===== src/rtl/bram_arbiter_pkg.sv =====
// Shared types and constants for the two-port BRAM arbiter.
package bram_arbiter_pkg;

  localparam int ADDR_W_DEF = 8;
  localparam int DATA_W_DEF = 8;

  localparam logic PORT0 = 1'b0;
  localparam logic PORT1 = 1'b1;

  typedef enum logic [1:0] {
    IDLE  = 2'd0,
    ISSUE = 2'd1,
    RESP  = 2'd2
  } state_e;

endpackage


===== src/rtl/bram_arbiter_if.sv =====
// Client request/ack ports and BRAM-facing bus bundled for the arbiter.
interface bram_arbiter_if
  import bram_arbiter_pkg::*;
#(
  parameter int ADDR_W = ADDR_W_DEF,
  parameter int DATA_W = DATA_W_DEF
);

  logic              req0;
  logic              we0;
  logic [ADDR_W-1:0] addr0;
  logic [DATA_W-1:0] wdata0;
  logic              ack0;
  logic [DATA_W-1:0] rdata0;

  logic              req1;
  logic              we1;
  logic [ADDR_W-1:0] addr1;
  logic [DATA_W-1:0] wdata1;
  logic              ack1;
  logic [DATA_W-1:0] rdata1;

  logic              mem_rw;
  logic [ADDR_W-1:0] mem_addr;
  logic [DATA_W-1:0] mem_wdata;
  logic [DATA_W-1:0] mem_rdata;

  // Clients plus the BRAM itself sit on the master side.
  modport master (
    output req0, we0, addr0, wdata0,
    output req1, we1, addr1, wdata1,
    input  ack0, rdata0, ack1, rdata1,
    input  mem_rw, mem_addr, mem_wdata,
    output mem_rdata
  );

  modport slave (
    input  req0, we0, addr0, wdata0,
    input  req1, we1, addr1, wdata1,
    output ack0, rdata0, ack1, rdata1,
    output mem_rw, mem_addr, mem_wdata,
    input  mem_rdata
  );

endinterface


===== src/rtl/bram_arbiter_rr_arb2.sv =====
// Combinational two-way picker: round-robin on last_grant or fixed port-0 priority.
module rr_arb2
  import bram_arbiter_pkg::*;
#(
  parameter bit FAIR = 1'b1
) (
  input  logic req0_i,
  input  logic req1_i,
  input  logic last_grant_i,
  output logic grant_valid_o,
  output logic grant_idx_o
);

  always_comb begin
    grant_valid_o = req0_i | req1_i;
    grant_idx_o   = PORT0;
    if (req0_i && req1_i) begin
      grant_idx_o = FAIR ? ~last_grant_i : PORT0;
    end else if (req1_i) begin
      grant_idx_o = PORT1;
    end
  end

endmodule


===== src/rtl/bram_arbiter.sv =====
// Shares one single-port BRAM between two requesters; IDLE -> ISSUE -> RESP per access.
module bram_arbiter
  import bram_arbiter_pkg::*;
#(
  parameter int ADDR_W = ADDR_W_DEF,
  parameter int DATA_W = DATA_W_DEF,
  parameter bit FAIR   = 1'b1
) (
  input  logic           clk,
  input  logic           reset,
  bram_arbiter_if.slave  bus,
  output logic           busy,
  output logic           last_grant
);

  state_e            state_q, state_d;
  logic              last_grant_q, last_grant_d;
  logic              g_we_q, g_we_d;
  logic [ADDR_W-1:0] g_addr_q, g_addr_d;
  logic [DATA_W-1:0] g_wdata_q, g_wdata_d;
  logic              ack0_q, ack0_d;
  logic              ack1_q, ack1_d;
  logic [DATA_W-1:0] rdata0_q, rdata0_d;
  logic [DATA_W-1:0] rdata1_q, rdata1_d;
  logic              grant_valid;
  logic              grant_idx;

  rr_arb2 #(
    .FAIR (FAIR)
  ) u_pick (
    .req0_i        (bus.req0),
    .req1_i        (bus.req1),
    .last_grant_i  (last_grant_q),
    .grant_valid_o (grant_valid),
    .grant_idx_o   (grant_idx)
  );

  always_ff @(posedge clk) begin
    if (!reset) begin
      state_q      <= IDLE;
      last_grant_q <= PORT1;
      g_we_q       <= 1'b0;
      g_addr_q     <= '0;
      g_wdata_q    <= '0;
      ack0_q       <= 1'b0;
      ack1_q       <= 1'b0;
      rdata0_q     <= '0;
      rdata1_q     <= '0;
    end else begin
      state_q      <= state_d;
      last_grant_q <= last_grant_d;
      g_we_q       <= g_we_d;
      g_addr_q     <= g_addr_d;
      g_wdata_q    <= g_wdata_d;
      ack0_q       <= ack0_d;
      ack1_q       <= ack1_d;
      rdata0_q     <= rdata0_d;
      rdata1_q     <= rdata1_d;
    end
  end

  always_comb begin
    state_d      = state_q;
    last_grant_d = last_grant_q;
    g_we_d       = g_we_q;
    g_addr_d     = g_addr_q;
    g_wdata_d    = g_wdata_q;
    ack0_d       = 1'b0;
    ack1_d       = 1'b0;
    rdata0_d     = rdata0_q;
    rdata1_d     = rdata1_q;
    unique case (state_q)
      IDLE: begin
        if (grant_valid) begin
          last_grant_d = grant_idx;
          state_d      = ISSUE;
          if (grant_idx == PORT1) begin
            g_we_d    = bus.we1;
            g_addr_d  = bus.addr1;
            g_wdata_d = bus.wdata1;
          end else begin
            g_we_d    = bus.we0;
            g_addr_d  = bus.addr0;
            g_wdata_d = bus.wdata0;
          end
        end
      end
      ISSUE: state_d = RESP;
      RESP: begin
        // last_grant_q still names the port that owns this transaction.
        state_d = IDLE;
        if (last_grant_q == PORT1) begin
          ack1_d = 1'b1;
          if (!g_we_q) rdata1_d = bus.mem_rdata;
        end else begin
          ack0_d = 1'b1;
          if (!g_we_q) rdata0_d = bus.mem_rdata;
        end
      end
      default: state_d = IDLE;
    endcase
  end

  // Write strobe only in ISSUE and gated by reset so an aborted write never lands.
  assign bus.mem_rw    = (state_q == ISSUE) && g_we_q && reset;
  assign bus.mem_addr  = g_addr_q;
  assign bus.mem_wdata = g_wdata_q;
  assign bus.ack0      = ack0_q;
  assign bus.ack1      = ack1_q;
  assign bus.rdata0    = rdata0_q;
  assign bus.rdata1    = rdata1_q;
  assign busy          = (state_q != IDLE);
  assign last_grant    = last_grant_q;

endmodule

===== src/flat_wrapper.sv =====
// flat-port wrapper written by rule: the top's interface ports become plain ports
module bram_arbiter_flat import bram_arbiter_pkg::*;
#(
  parameter int ADDR_W = ADDR_W_DEF,
  parameter int DATA_W = DATA_W_DEF,
  parameter bit FAIR   = 1'b1
)
  (clk, reset, busy, last_grant, bus_req0, bus_we0, bus_addr0, bus_wdata0, bus_req1, bus_we1, bus_addr1, bus_wdata1, bus_ack0, bus_rdata0, bus_ack1, bus_rdata1, bus_mem_rw, bus_mem_addr, bus_mem_wdata, bus_mem_rdata);
  bram_arbiter_if #(.ADDR_W(ADDR_W), .DATA_W(DATA_W)) bus_i ();
  input  logic clk;
  input  logic reset;
  output logic busy;
  output logic last_grant;
  input wire logic [$bits(bus_i.req0)-1:0] bus_req0;
  input wire logic [$bits(bus_i.we0)-1:0] bus_we0;
  input wire logic [$bits(bus_i.addr0)-1:0] bus_addr0;
  input wire logic [$bits(bus_i.wdata0)-1:0] bus_wdata0;
  input wire logic [$bits(bus_i.req1)-1:0] bus_req1;
  input wire logic [$bits(bus_i.we1)-1:0] bus_we1;
  input wire logic [$bits(bus_i.addr1)-1:0] bus_addr1;
  input wire logic [$bits(bus_i.wdata1)-1:0] bus_wdata1;
  output wire logic [$bits(bus_i.ack0)-1:0] bus_ack0;
  output wire logic [$bits(bus_i.rdata0)-1:0] bus_rdata0;
  output wire logic [$bits(bus_i.ack1)-1:0] bus_ack1;
  output wire logic [$bits(bus_i.rdata1)-1:0] bus_rdata1;
  output wire logic [$bits(bus_i.mem_rw)-1:0] bus_mem_rw;
  output wire logic [$bits(bus_i.mem_addr)-1:0] bus_mem_addr;
  output wire logic [$bits(bus_i.mem_wdata)-1:0] bus_mem_wdata;
  input wire logic [$bits(bus_i.mem_rdata)-1:0] bus_mem_rdata;
  assign bus_i.req0 = bus_req0;
  assign bus_i.we0 = bus_we0;
  assign bus_i.addr0 = bus_addr0;
  assign bus_i.wdata0 = bus_wdata0;
  assign bus_i.req1 = bus_req1;
  assign bus_i.we1 = bus_we1;
  assign bus_i.addr1 = bus_addr1;
  assign bus_i.wdata1 = bus_wdata1;
  assign bus_ack0 = bus_i.ack0;
  assign bus_rdata0 = bus_i.rdata0;
  assign bus_ack1 = bus_i.ack1;
  assign bus_rdata1 = bus_i.rdata1;
  assign bus_mem_rw = bus_i.mem_rw;
  assign bus_mem_addr = bus_i.mem_addr;
  assign bus_mem_wdata = bus_i.mem_wdata;
  assign bus_i.mem_rdata = bus_mem_rdata;
  bram_arbiter #(.ADDR_W(ADDR_W), .DATA_W(DATA_W), .FAIR(FAIR)) u_core (.clk(clk), .reset(reset), .bus(bus_i), .busy(busy), .last_grant(last_grant));
endmodule

===== config.mk =====
export PLATFORM = sky130hd
export DESIGN_NAME = bram_arbiter_flat
export DESIGN_NICKNAME = d
export VERILOG_FILES = /design/src/rtl/bram_arbiter_pkg.sv /design/src/rtl/bram_arbiter_if.sv /design/src/rtl/bram_arbiter_rr_arb2.sv /design/src/rtl/bram_arbiter.sv /design/src/flat_wrapper.sv
export SDC_FILE = /design/constraint.sdc
export NUM_CORES = 1
export LEC_CHECK = 0
export ABC_AREA = 1
export BUFFER_PORTS_ARGS = -buffer_cell sky130_fd_sc_hd__buf_4
export CAP_MARGIN = 15
export CELL_PAD_IN_SITES_DETAIL_PLACEMENT = 1
export CELL_PAD_IN_SITES_GLOBAL_PLACEMENT = 2
export CORE_ASPECT_RATIO = 0.5
export CORE_MARGIN = 2
export CORE_UTILIZATION = 21
export DETAILED_ROUTE_END_ITERATION = 12
export GPL_ROUTABILITY_DRIVEN = 0
export GPL_TIMING_DRIVEN = 0
export PLACE_DENSITY = 0.84
export SLEW_MARGIN = 0
export SYNTH_ARGS = -nofsm -noshare
export SYNTH_HDL_FRONTEND = slang
export SYNTH_SLANG_ARGS = --single-unit
export TNS_END_PERCENT = 100

===== constraint.sdc =====
create_clock -name clk -period 1.2 [get_ports clk]
set_input_delay 0.36 -clock clk [delete_from_list [all_inputs] [get_ports clk]]
set_output_delay 0.36 -clock clk [all_outputs]
set_load 0.03 [all_outputs]

==> Word level (Yosys, flattened, before mapping) <==
Cells that the tools add are included.
{ "word_totals": {"register_bits": 38, "inputBits": 46, "elab_cells": 33} }
{ "classes": {"n_eq_ne": 3, "muxes": 9, "bitwise": 3, "n_reduce_logical": 9} }
{ "op_table": {"columns": ["op", "n"], "rows": [
  ["2-to-1 mux 8 bit", 2],
  ["AND reduction 3 bit", 2],
  ["2-to-1 mux 1 bit", 5],
  ["one-hot mux 2 bit (2 select lines)", 1],
  ["AND reduction 2 bit", 2],
  ["logical AND 1 bit", 3],
  ["equality test 2 x 1 -> 1 bit, second input constant", 1],
  ["equality test 2 bit, second input constant", 1],
  ["logical NOT 2 bit", 1],
  ["2-to-1 mux 2 bit", 1],
  ["!= test 2 x 1 -> 1 bit, second input constant", 1],
  ["NOT 1 bit", 2],
  ["nonzero test 2 bit", 1],
  ["OR 1 bit", 1]
]} }

==> Logic depth before layout (Yosys ltp) <==
{ "depth": {"word_depth": 3, "mapped_depth": 7, "depth_no_buf": 6} }

==> Cells and area by module <==
Synthesis repeated with hierarchy kept, for this count alone.
{ "hier_totals": {"cells_unflattened": 284, "hier_area_um2": 1824.2} }
{ "by_module_without_submodules": {"columns": ["module", "instances", "cells_per_inst", "area_each_um2", "seq_area_each_um2"], "rows": [
  ["bram_arbiter", 1, 281, 1809.2, 760.7],
  ["rr_arb2", 1, 3, 15.0, 0.0]
]} }

==> Least setup slack after synthesis <==
No wires, ideal clock.
{ "synth_path": {"path_kind": "register to output", "from": "reg u_core.g_we_q", "to": "out bus_mem_rw", "t_arrival_ns": 1.528, "path_slack_ns": -0.688, "path_stages_with_launch": 4, "path_cell_list": "dfxtp_1 inv_1 clkbuf_1 nor4_1"} }
{ "synth_via": {"elab_chain_len": 2} }
{ "synth_lines": {"columns": ["element", "line", "source"], "rows": [
  ["start, declared", "bram_arbiter.sv:18", "logic g_we_q, g_we_d;"],
  ["start signal, assigned", "bram_arbiter.sv:52", "g_we_q <= g_we_d;"],
  ["logical AND 1 bit (2 in series)", "bram_arbiter.sv:105", "assign bus.mem_rw = (state_q == ISSUE) && g_we_q && reset;"],
  ["end, declared", "flat_wrapper.sv:26", "output wire logic [$bits(bus_i.mem_rw)-1:0] bus_mem_rw;"]
]} }
Every way passes these cells.

==> Worst setup path after layout <==
{ "layout_path": {"from": "reg u_core.state_q[1]", "to": "out bus_mem_rw"} }
{ "layout_via": {"elab_chain_len": 3} }
{ "layout_lines": {"columns": ["element", "line", "source"], "rows": [
  ["start, declared", "bram_arbiter.sv:16", "state_e state_q, state_d;"],
  ["start signal, assigned", "bram_arbiter.sv:50", "state_q <= state_d;"],
  ["equality test 2 x 1 -> 1 bit", "bram_arbiter.sv:105", null],
  ["logical AND 1 bit (2 in series)", "bram_arbiter.sv:105", null]
]} }
Every way passes these cells.

==> impl_metrics.env <==
export IMPL_status="finished with violations"
export IMPL_failed_checks="negative setup slack"
export IMPL_grt_pass1_wl_um=10290
export IMPL_fin_ws_ns=-0.2568
export IMPL_synthTopCellsByCount="nand2_1, nor2_1, dfxtp_1"
export IMPL_die_area_um2=9687
export IMPL_leakage_nw=1.476
export IMPL_worst_pin_slew_ns=0.5001
export IMPL_fin_nets=425
export IMPL_grt_max_degree=12
export IMPL_post_synth_instance_area_um2=1863
export IMPL_r2r_start="u_core.state_q[0]"
export IMPL_grt_usage=0.1357
export IMPL_yosysTopAreaCell="dfxtp_1"
export IMPL_syn_inst=278
export IMPL_drt_antenna_violating_nets=0
export IMPL_seqCellArea_um2=770.7
export IMPL_min_delay_path_class="in2reg"
export IMPL_min_period_ns=1.457
export IMPL_powerDensity_nw_per_um2=1354
export IMPL_initial_utilization=0.2154
export IMPL_drt_wl_total_um=6315
export IMPL_p_sw_mw=1.226
export IMPL_end_kind="output port"
export IMPL_synthArstFlopShare=0
export IMPL_pwr_share_seq=0.346
export IMPL_diodes=0
export IMPL_antenna_found_initial=0
export IMPL_worstPathRequired_ns=0.84
export IMPL_synth_area_leaders="dfxtp_1, nand2_1, nor2_1"
export IMPL_synth_top_area_frac=0.4083
export IMPL_ir_drop_v=0.0004640
export IMPL_reg2reg_depth=8
export IMPL_ys_ff_latch=38
export IMPL_grt_overflow=0
export IMPL_dr_pass1_iters=4
export IMPL_clock_skew_ns=0.003422
export IMPL_rsz0062_at_grt="yes"
export IMPL_nFillCells=1091
export IMPL_crit_fanout=5
export IMPL_port_buffers=80
export IMPL_core_um2=8648
export IMPL_syn_to_final_growth_pct=62.66
export IMPL_slew_violations=0
export IMPL_fp_dieW_um=137.2
export IMPL_cts_buffers_inserted=5
export IMPL_cts_htree_levels=2
export IMPL_worst_setup_path_type="reg2out"
export IMPL_instances_no_fill=496
export IMPL_vias=2048
export IMPL_p_int_mw=2.877
export IMPL_drc=0
export IMPL_postSynthAreaPerCell_um2=6.702
export IMPL_clkPwrFrac=0.378
export IMPL_syn_nets=324
export IMPL_dp_cells=475
export IMPL_die_y_um=70.60
export IMPL_worst_r2r_setup_slack_ns=-0.01
export IMPL_finalHoldViolCount=0
export IMPL_r2r_end="u_core.bus.mem_addr[2]"
export IMPL_ys_warn_count=0
export IMPL_drt_iter0_drc=87
export IMPL_yosysSeqAreaShare=0.4083
export IMPL_setup_tns_final_ns=-0.4482
export IMPL_clock_root_buffer="clkbuf_16"
export IMPL_cts_sinks=38
export IMPL_grt_pass1_vias=2138
export IMPL_period_share=1.214
export IMPL_endpoint="bus_mem_rw"
export IMPL_path_clk_slew_ns=0.06
export IMPL_pre_cts_ws_ns=-0.2235
export IMPL_setup_violations=4
export IMPL_hpwl_um=4583
export IMPL_start_kind="flip-flop"
export IMPL_avgRoutedWirePerCell_um=12.73
export IMPL_multi_input_area_um2=950.9
export IMPL_cap_violations=0
export IMPL_synth_cell_types=19
export IMPL_synth_most_common_cell="nand2_1"
export IMPL_combPwrFrac=0.275
export IMPL_slew_headroom=0.6666
export IMPL_clock_fmax_ghz=0.6864
export IMPL_viasPerCell=4.129
export IMPL_synth_edf_count=0
export IMPL_rows=24
export IMPL_ys_flop_type="dfxtp_1"
export IMPL_worstSetupStartpoint="u_core.state_q[1]"
export IMPL_drive_gt1_frac=0.3562
export IMPL_insertion_delay_ns=0.28
export IMPL_cts_tree="yes"
export IMPL_num_io_pins=83
export IMPL_cts_max_path_buffers=2
export IMPL_crit_arrival_ns=1.10
export IMPL_finalPower_mw=4.102
export IMPL_p_sw_frac=0.2988
## critical path, cell delays in order, from the launching register on
cell     delay (ns)
dfxtp_4        0.37
nor4_4         0.25
buf_4          0.19
## power by group through the flow
stage,clock network [mW],registers [mW],logic [mW]
CTS,1.60,1.42,1.10
floorplan,0,1.61,0.438
finish,1.55,1.42,1.13
global route,1.67,1.43,1.24
detailed placement,0,1.45,0.986
global placement,0,1.45,0.978
## cell families after synthesis
| family | after synthesis | share of synthesized area |
|---|---|---|
| DFF | 38 | 0.4083 |
| buffers and inverters | 45 | 0.1115 |
| AOI/OAI and AO/OA | 26 | 0.09469 |
| and+or+nand+nor | 169 | 0.3855 |
## worst min path at each step
stage | from | end | slack [ns] | cells past startpoint
6_report | reset | u_core.g_we_q | 0.33 | 3
5_1_grt | reset | u_core.bus.mem_addr[0] | 0.34 | 3
4_1_cts | reset | u_core.g_we_q | 0.33 | 3
3_5_place_dp | u_core.bus.rdata0[0] | u_core.bus.rdata0[0] | 0.46 | 2
3_3_place_gp | u_core.bus.rdata0[5] | u_core.bus.rdata0[5] | 0.45 | 2
2_1_floorplan | u_core.state_q[0] | u_core.state_q[1] | 0.52 | 2
## layout make-up
type / count / area share
flip-flops and latches: 38 / 0.2543
multi-input cells: 195 / 0.3138
plain buffers: 16 / 0.04211
clock buffers: 6 / 0.04583
well taps: 117 / 0.04831
inverters: 29 / 0.03757
clock inverters: 1 / 0.009909
repair buffers: 94 / 0.2481
## timing repair
action                                  4_1_cts  5_1_grt
cloned                                        1        1
gates resized for setup                      18       17
hold buffers                                  0        0
endpoints found under the setup margin       24       41
setup buffers                                 8        4
pin swaps                                     1        4
endpoints found under the hold margin         0        0
## per-stage QoR
step / cell area [um^2] / util / hold slack (ns)
2_1_floorplan: 1894 / - / 0.5187
3_5_place_dp: 2641 / 0.3054 / 0.4584
6_report: 3030 / 0.3504 / 0.3278
4_1_cts: 2949 / 0.3410 / 0.3303
5_1_grt: 3030 / 0.3504 / 0.3392
3_3_place_gp: 2641 / 0.3054 / 0.4533
## per-layer routing
metal	global-route usage	up-vias	routed length (um)	part of all wire
met5	0	-	0	0
met4	0.03436	0	62	0.0098
met3	0.03656	7	270	0.043
met2	0.2250	32	3014	0.48
met1	0.1762	938	2967	0.47
li1	-	1071	-	-
## cells in the final DEF (no fill, tap or decap), types with 3 or more instances in the layout
cell       count
inv_1         25
nor2_4         4
a21boi_1       6
nand2_1       69
dfxtp_1       34
nor2_2         3
nand3_1       28
nor2_1        52
clkbuf_16      5
nand4_1        8
a21oi_1        7
buf_2          3
buf_4         86
buf_6         13
a21boi_0      11
clkbuf_1       3
## sequential cells by signal, indices dropped and copies added, names as in the netlist, 2 cells and up
| register | flops |
|---|---|
| u_core.bus.mem_addr | 8 |
| u_core.bus.mem_wdata | 8 |
| u_core.bus.rdata0 | 8 |
| u_core.bus.rdata1 | 8 |
| u_core.state_q | 2 |
No activity file was read; power rests on OpenSTA's default activity.
